## src/rtl/pc_pkg.sv

```systemverilog
// Shared types for the program-counter sequencer and its return stack.
package pc_pkg;

  // Operations presented by instruction decode; codes 5..7 behave as PC_INC.
  typedef enum logic [2:0] {
    PC_INC    = 3'd0,
    PC_JUMP   = 3'd1,
    PC_BRANCH = 3'd2,
    PC_CALL   = 3'd3,
    PC_RET    = 3'd4
  } pc_op_e;

  // Stack pointer must count 0..depth inclusive.
  function automatic int unsigned sp_width(input int unsigned depth);
    return $clog2(depth + 1);
  endfunction

endpackage

```

## src/rtl/pc_ret_stack.sv

```systemverilog
// Hardware return-address LIFO. The pointer counts held entries; reset only
// clears the pointer, because sp=0 already makes every stored entry invalid.
module pc_ret_stack
  import pc_pkg::*;
#(
  parameter int unsigned AW    = 8,
  parameter int unsigned DEPTH = 4
) (
  input  logic          clk,
  input  logic          reset,
  input  logic          push,
  input  logic          pop,
  input  logic [AW-1:0] push_data,
  output logic [AW-1:0] pop_data,
  output logic          full,
  output logic          empty
);

  localparam int unsigned SPW = sp_width(DEPTH);
  localparam int unsigned IW  = $clog2(DEPTH);

  logic [AW-1:0]  mem [DEPTH];
  logic [SPW-1:0] sp_q;
  logic [SPW-1:0] sp_dec;
  logic [IW-1:0]  wr_idx;
  logic [IW-1:0]  rd_idx;
  logic           do_push;
  logic           do_pop;

  // Push goes to slot sp, the top of stack lives at sp-1.
  assign sp_dec   = sp_q - SPW'(1);
  assign wr_idx   = sp_q[IW-1:0];
  assign rd_idx   = sp_dec[IW-1:0];
  assign full     = (sp_q == SPW'(DEPTH));
  assign empty    = (sp_q == '0);
  assign pop_data = mem[rd_idx];

  // The parent already gates these; repeating it here keeps the LIFO safe on its own.
  assign do_push = push && !full;
  assign do_pop  = pop && !empty && !push;

  // Stack pointer: one entry per push, one per pop, zero on reset.
  always_ff @(posedge clk) begin
    if (reset) begin
      sp_q <= '0;
    end else if (do_push) begin
      sp_q <= sp_q + SPW'(1);
    end else if (do_pop) begin
      sp_q <= sp_dec;
    end
  end

  // Entry storage: written on push only, never cleared.
  always_ff @(posedge clk) begin
    if (do_push) begin
      mem[wr_idx] <= push_data;
    end
  end

endmodule

```

## src/rtl/pc_sequencer.sv

```systemverilog
// Program-counter sequencer: next-pc selection, pc register, sticky stack
// error flag, and a return stack for CALL/RET. pc is purely registered, so
// no input reaches it combinationally.
module pc_sequencer
  import pc_pkg::*;
#(
  parameter int unsigned   AW        = 8,
  parameter int unsigned   DEPTH     = 4,
  parameter logic [AW-1:0] RESET_VEC = '0
) (
  input  logic          clk,
  input  logic          reset,
  input  logic          stall,
  input  logic [2:0]    op,
  input  logic [AW-1:0] target,
  input  logic [AW-1:0] offset,
  output logic [AW-1:0] pc,
  output logic          stack_empty,
  output logic          stack_full,
  output logic          stack_err
);

  logic [AW-1:0] pc_q;
  logic [AW-1:0] pc_next;
  logic [AW-1:0] pc_inc;
  logic [AW-1:0] pop_data;
  logic          err_q;
  logic          err_set;
  logic          push;
  logic          pop;
  pc_op_e        op_e;

  assign op_e   = pc_op_e'(op);
  assign pc_inc = pc_q + AW'(1);

  pc_ret_stack #(
    .AW    (AW),
    .DEPTH (DEPTH)
  ) u_stack (
    .clk       (clk),
    .reset     (reset),
    .push      (push),
    .pop       (pop),
    .push_data (pc_inc),
    .pop_data  (pop_data),
    .full      (stack_full),
    .empty     (stack_empty)
  );

  // Next-pc mux and stack control; a stall holds everything and ignores op.
  always_comb begin
    pc_next = pc_q;
    push    = 1'b0;
    pop     = 1'b0;
    err_set = 1'b0;
    if (!stall) begin
      case (op_e)
        PC_JUMP:   pc_next = target;
        PC_BRANCH: pc_next = pc_q + offset;
        PC_CALL: begin
          pc_next = target;
          if (stack_full) begin
            err_set = 1'b1;
          end else begin
            push = 1'b1;
          end
        end
        PC_RET: begin
          if (stack_empty) begin
            pc_next = pc_inc;
            err_set = 1'b1;
          end else begin
            pc_next = pop_data;
            pop     = 1'b1;
          end
        end
        default:   pc_next = pc_inc;
      endcase
    end
  end

  // pc register; reset overrides stall and op.
  always_ff @(posedge clk) begin
    if (reset) begin
      pc_q <= RESET_VEC;
    end else begin
      pc_q <= pc_next;
    end
  end

  // Sticky stack error, cleared only by reset.
  always_ff @(posedge clk) begin
    if (reset) begin
      err_q <= 1'b0;
    end else if (err_set) begin
      err_q <= 1'b1;
    end
  end

  assign pc        = pc_q;
  assign stack_err = err_q;

endmodule
```

## config.mk

```make
export PLATFORM = sky130hd
export DESIGN_NAME = pc_sequencer
export DESIGN_NICKNAME = d
export VERILOG_FILES = /design/src/rtl/pc_pkg.sv /design/src/rtl/pc_ret_stack.sv /design/src/rtl/pc_sequencer.sv
export SDC_FILE = /design/constraint.sdc
export NUM_CORES = 1
export LEC_CHECK = 0
export ABC_AREA = 0
export BUFFER_PORTS_ARGS = -buffer_cell sky130_fd_sc_hd__clkbuf_2
export CAP_MARGIN = 30
export CORE_ASPECT_RATIO = 0.7
export CORE_MARGIN = 2
export CORE_UTILIZATION = 57
export CTS_BUF_LIST = sky130_fd_sc_hd__clkbuf_4 sky130_fd_sc_hd__clkbuf_8 sky130_fd_sc_hd__clkbuf_16
export CTS_CLUSTER_DIAMETER = 150
export CTS_CLUSTER_SIZE = 25
export DETAILED_ROUTE_END_ITERATION = 10
export PLACE_DENSITY = 0.84
export REMOVE_ABC_BUFFERS = 1
export SLEW_MARGIN = 0
export SYNTH_ARGS = -nofsm -noshare
export SYNTH_HDL_FRONTEND = slang
export SYNTH_SLANG_ARGS = --single-unit
```

## constraint.sdc

```tcl
create_clock -name clk -period 5.45 [get_ports clk]
set_clock_uncertainty 0.1 [all_clocks]
set_input_delay 0.2725 -clock clk [delete_from_list [all_inputs] [get_ports clk]]
set_output_delay 0.2725 -clock clk [all_outputs]
set_load 0.1 [all_outputs]
```

[After elaboration in Yosys (flattened, before gate mapping)]
Memory sizes are Yosys's and may differ from the RTL's.
Index checks and enable logic that the tools add are counted.
Word-level totals
  bits in registers: 12
  RAM bits: 32
  output and inout bits: 11
  logic and storage cells: 38
  memories: 1
Memory list
  u_stack.mem: depth 4, bits a word 8, read ports 1, clocked after memory_dff 0, wr ports 1, RTL line pc_ret_stack.sv:22  | logic [AW-1:0] mem [DEPTH];
Cells by class
  $add $sub $neg: 4
  eq/ne operators: 5
  muxes and demuxes: 16
  reduce and logical (&&, ||, !) cells: 9
Operators by type and width (count)
  one-hot mux 8 bit (3 select lines): 1
  two-way mux 1 bit: 11
  adder 8 x 1 -> 8 bit (second input constant): 1
  adder 8 bit: 1
  two-way mux 8 bit: 1
  equality test 3 x 2 -> 1 bit (second input constant): 2
  equality test 3 bit (second input constant): 2
  two-way mux 3 bit: 2
  adder 3 x 1 -> 3 bit (second input constant): 1
  equality test 3 x 1 -> 1 bit (second input constant): 1
  logical AND 1 bit: 3
  logical NOT 1 bit: 3
  logical NOT 3 bit: 1
  subtractor 3 x 1 -> 3 bit (second input constant): 1
  one-hot mux 1 bit (2 select lines): 1
  nonzero test 2 bit: 1
  OR reduction 2 bit: 1

[Depth between registers and ports, before layout]
  depth in word-level cells: 8
  gate-level depth with buffers: 9

[By module]
Synthesis repeated with hierarchy kept, for this count alone.
Second synthesis, totals
  cells, all modules: 193
  area, all modules: 2393.5 µm²
By module, submodules not included
  pc_ret_stack: instances 1, cells an instance 73, area each 1417.6 µm², seq. area each 1021.0 µm²
  pc_sequencer: instances 1, cells an instance 120, area each 975.9 µm², seq. area each 180.2 µm²

[Least setup slack after synthesis]
OpenSTA, ideal clock, no wires.
  kind: reg-to-reg
  from: register pc_q[0] (netlist: pc[0])
  to: register pc_q[6] (netlist: pc[6])
  setup time: 0.086 ns
  arrival: 2.660 ns
  required time: 5.264 ns
  setup slack: 2.604 ns
  cell stages (with the launch flop): 9
  path buffers: 0
  path through: dfxtp_1 > ha_1 > inv_1 > fa_1 > nor2b_1 > o31a_1 > o22ai_1 > o41a_1 > a221oi_2
Between the ends
  word-level cells in the longest chain between the ends: 3
Ends and longest elaborated chain
  start: declaration: RTL line pc_sequencer.sv:23  | logic [AW-1:0] pc_q;
  start signal: assignment: RTL line pc_sequencer.sv:87  | pc_q <= pc_next;
  adder 8 x 1 -> 8 bit: RTL line pc_sequencer.sv:34  | assign pc_inc = pc_q + AW'(1);
  two-way mux 8 bit: RTL line pc_sequencer.sv:69  | if (stack_empty) begin
  one-hot mux 8 bit (3 select lines) (*): RTL line pc_sequencer.sv:57  | case (op_e)
Mark *: on every way between the ends. The rest lies on a longest branch, timed or not.
A chain may end at the register's enable or synchronous reset.

[Worst setup path after layout]
  from: register u_stack.sp_q[0]
  to: register pc_q[5] (netlist: pc[5])
Between the ends
  word-level cells in the longest chain between the ends: 4
Ends and longest elaborated chain
  start: declaration: RTL line pc_ret_stack.sv:23  | logic [SPW-1:0] sp_q;
  start signal: assignment: RTL line pc_ret_stack.sv:47  | sp_q <= sp_q + SPW'(1);
  start signal: assignment: RTL line pc_ret_stack.sv:49  | sp_q <= sp_dec;
  subtractor 3 x 1 -> 3 bit: RTL line pc_ret_stack.sv:31  | assign sp_dec = sp_q - SPW'(1);
  memory read (4 x 8 bit)
  two-way mux 8 bit (*): RTL line pc_sequencer.sv:69
  one-hot mux 8 bit (3 select lines) (*): RTL line pc_sequencer.sv:57
Marks and branches as above.

==> flow_metrics.tcl <==
set metrics [dict create \
    status "finished clean" \
    synth.ff_latch_count 44 \
    worstSetupEndpointType "flop" \
    synthToLayoutAreaGrowth_pct 10.1 \
    clk_root_buf "sky130_fd_sc_hd__clkbuf_8" \
    busiest_layer "met1" \
    grt_usage 0.246 \
    critPathLaunchType "flop" \
    grt_pass1_wl_mm 8.57 \
    postSynth.topFlopCell "sky130_fd_sc_hd__edfxtp_1" \
    tritoncts.num_buffers 5 \
    ctsHoldBuffers 0 \
    floorplan.die.width_microns 81.7 \
    number_of_enable_type_register_cells_in_the_synthesized_netlist 32 \
    setup_tns_ns 0 \
    worstPathRequired_ns 5.55 \
    setup_viol_count_final 0 \
    synth_warnings 0 \
    clk_pin_slew_worst_paths_ns 0.08 \
    criticalPathCategory "flop to flop" \
    hold_viol 0 \
    p_per_area_nw_per_um2 274 \
    drt_pass1_iterations 5 \
    die_area_sq_um 4770 \
    place.detailed.hpwl_mm 3.96 \
    gp_congestion 0.837 \
    synth_top_area_share 0.399 \
    grt_util_met1 0.389 \
    syn_area_sq_um 2410 \
    synth.largest_area_cell "sky130_fd_sc_hd__edfxtp_1" \
    portBuffers 32 \
    timing.max_cap.violations 0 \
    grt_use_met2 0.351 \
    drt_first_iter_violations 169 \
    critical_path.n_buffers_inverters 1 \
    route.vias.total 1760 \
    critPathSlowestCell "sky130_fd_sc_hd__dfxtp_1" \
    rows 19 \
    maximum_level_of_the_cts_h_tree 2 \
    num_io_pins 33 \
    synth_cells 192 \
    hold-worst-slack_ns 0.151 \
    clkLatencyLatePin_ns 0.30 \
    route.final.wire_length_mm 5.35 \
    timing.slew.headroom 0.581 \
    antenna-diode-count 0 \
    yosys.cell_types.count 51 \
    fp.coreArea_sq_um 3990 \
    hold_crit_class "input port to flop" \
    die_y_microns 58.4 \
    signal_arrival_time_at_the_worst_endpoint_ns 2.87 \
    irDropWorstVdd_v 0.000199 \
    synth.avg_cell_area_sq_um 12.5 \
    grt_max_degree 19 \
    drc 0 \
    final_min_period_over_clock_period 0.509 \
    fmax_ghz 0.361 \
    cts_tree "yes" \
    num-nets-final 258 \
    synth_async_sr_flop_share 0 \
    setup_repair_after_global_routing_missed_its_margin "false" \
    layout.filler_cells 300 \
    drive_above_1_share 0.274 \
    period_needed_ns 2.77 \
    post-route-util 0.664 \
    synth.top_cells.by_area "sky130_fd_sc_hd__edfxtp_1, sky130_fd_sc_hd__dfxtp_1, sky130_fd_sc_hd__mux4_2" \
    clk_path_buf_depth 2 \
    maxSlewViolCount 0 \
    global_route.overflow_total 0 \
    synthMostInstantiatedCell "sky130_fd_sc_hd__edfxtp_1" \
    synth-seq-area-share 0.499 \
    antenna_found_initial 0 \
    wl_per_cell_microns 19.5 \
    sink_count_of_the_clock_tree 44 \
    p_leak_nw 1.01 \
    transition_time_at_the_pin_with_the_least_slew_margin_ns 0.628 \
    initial_core_util 0.602 \
    timing.critical_path.max_delay_family "flip-flops" \
    cts_repair_resize_count 0 \
    critical_path.max_fanout 11 \
    final_antenna_net_count 0 \
    setup.reg_to_reg.worst_slack_ns 2.68 \
    postCtsSetupRepairBufs 0 \
    timing.critical_path.cells "inv_1 -> ha_1 -> mux4_2 -> a221oi_1 -> o41ai_1 -> o21a_1" \
    detail_route.vias_per_cell 6.40 \
    global_route.usage.met3 0.0460 \
    ys_top_cells_by_count "sky130_fd_sc_hd__edfxtp_1, sky130_fd_sc_hd__inv_1, sky130_fd_sc_hd__ha_1" \
    largest_incremental_delay_on_the_critical_path_ns 0.73 \
    grt_pass1_vias 1640 \
]
==> cell families (layout without fill, tap and decap cells) <==
kind of cell    after synthesis  after routing  share of synthesized area
flops                        44             44                      0.499
compound gates               53             53                      0.162
simple gates                 39             39                     0.0962
mux                          10             10                     0.0837
fa+ha+maj                    14             14                     0.0759
xor+xnor                      9              9                     0.0328
buf+inv                      23             54                     0.0504
==> metal layers <==
layer / share of wire / vias to the layer above
met1: 0.47 / 843
met2: 0.44 / 101
met3: 0.080 / 10
li1: - / 806
met5: 0 / -
met4: 0.013 / 0
==> power breakdown <==
group / switching [W] / internal, W
Clock: 0.000111 / 0.0000939
Combinational: 0.0000981 / 0.0000446
Sequential: 0.0000112 / 0.000369
Total: 0.000220 / 0.000507
==> flip-flops by register name, summed over array words and instances (netlist names) <==
register / flops
u_stack.sp_q: 3
pc: 8
u_stack.mem: 32
stack_err: 1
==> cell usage in the layout (no fill, tap or decap), drive strengths merged, types with 6 or more instances in the layout <==
| cell | n |
|---|---|
| xnor2 | 7 |
| inv | 14 |
| dfxtp | 12 |
| nor2 | 9 |
| o21ai | 9 |
| a21oi | 9 |
| a221oi | 9 |
| nand2 | 8 |
| mux4 | 8 |
| clkbuf | 38 |
| and3 | 6 |
| edfxtp | 32 |
| ha | 13 |
==> cell type report <==
cell class	count	area (sq um)	area share
clock inverters	2	11.3	0.00425
clock buffers	6	76.3	0.0288
multi-input cells	125	1080	0.409
flip-flops and latches	44	1200	0.453
inverters	14	52.6	0.0198
repair buffers	32	160	0.0604
well taps	52	65.1	0.0246
==> metrics by stage <==
stage                     cell area, sq um  power, W  setup WS (ns)  cells
final                                 2650  0.000727           2.68    275
after global routing                  2650  0.000753           2.37    275
after CTS                             2650  0.000727           2.68    275
after detailed placement              2560  0.000527           2.68    267
after global placement                2560  0.000524           2.79    267
after floorplan                       2340  0.000490           2.60    183
==> worst min-delay path: stages <==
cell	delay [ns]
sky130_fd_sc_hd__clkbuf_2	0.08
sky130_fd_sc_hd__a21oi_1	0.05
sky130_fd_sc_hd__a31oi_1	0.11
==> final timing paths <==
check	depth (start not counted)	end	start
setup / recovery	6	pc[5]	u_stack.sp_q[0]
hold / removal	3	pc[4]	target[4]
setup reg to reg	6	pc[5]	u_stack.sp_q[0]
hold reg to reg	2	stack_err	stack_err
No activity file was read; power rests on OpenSTA's default activity.
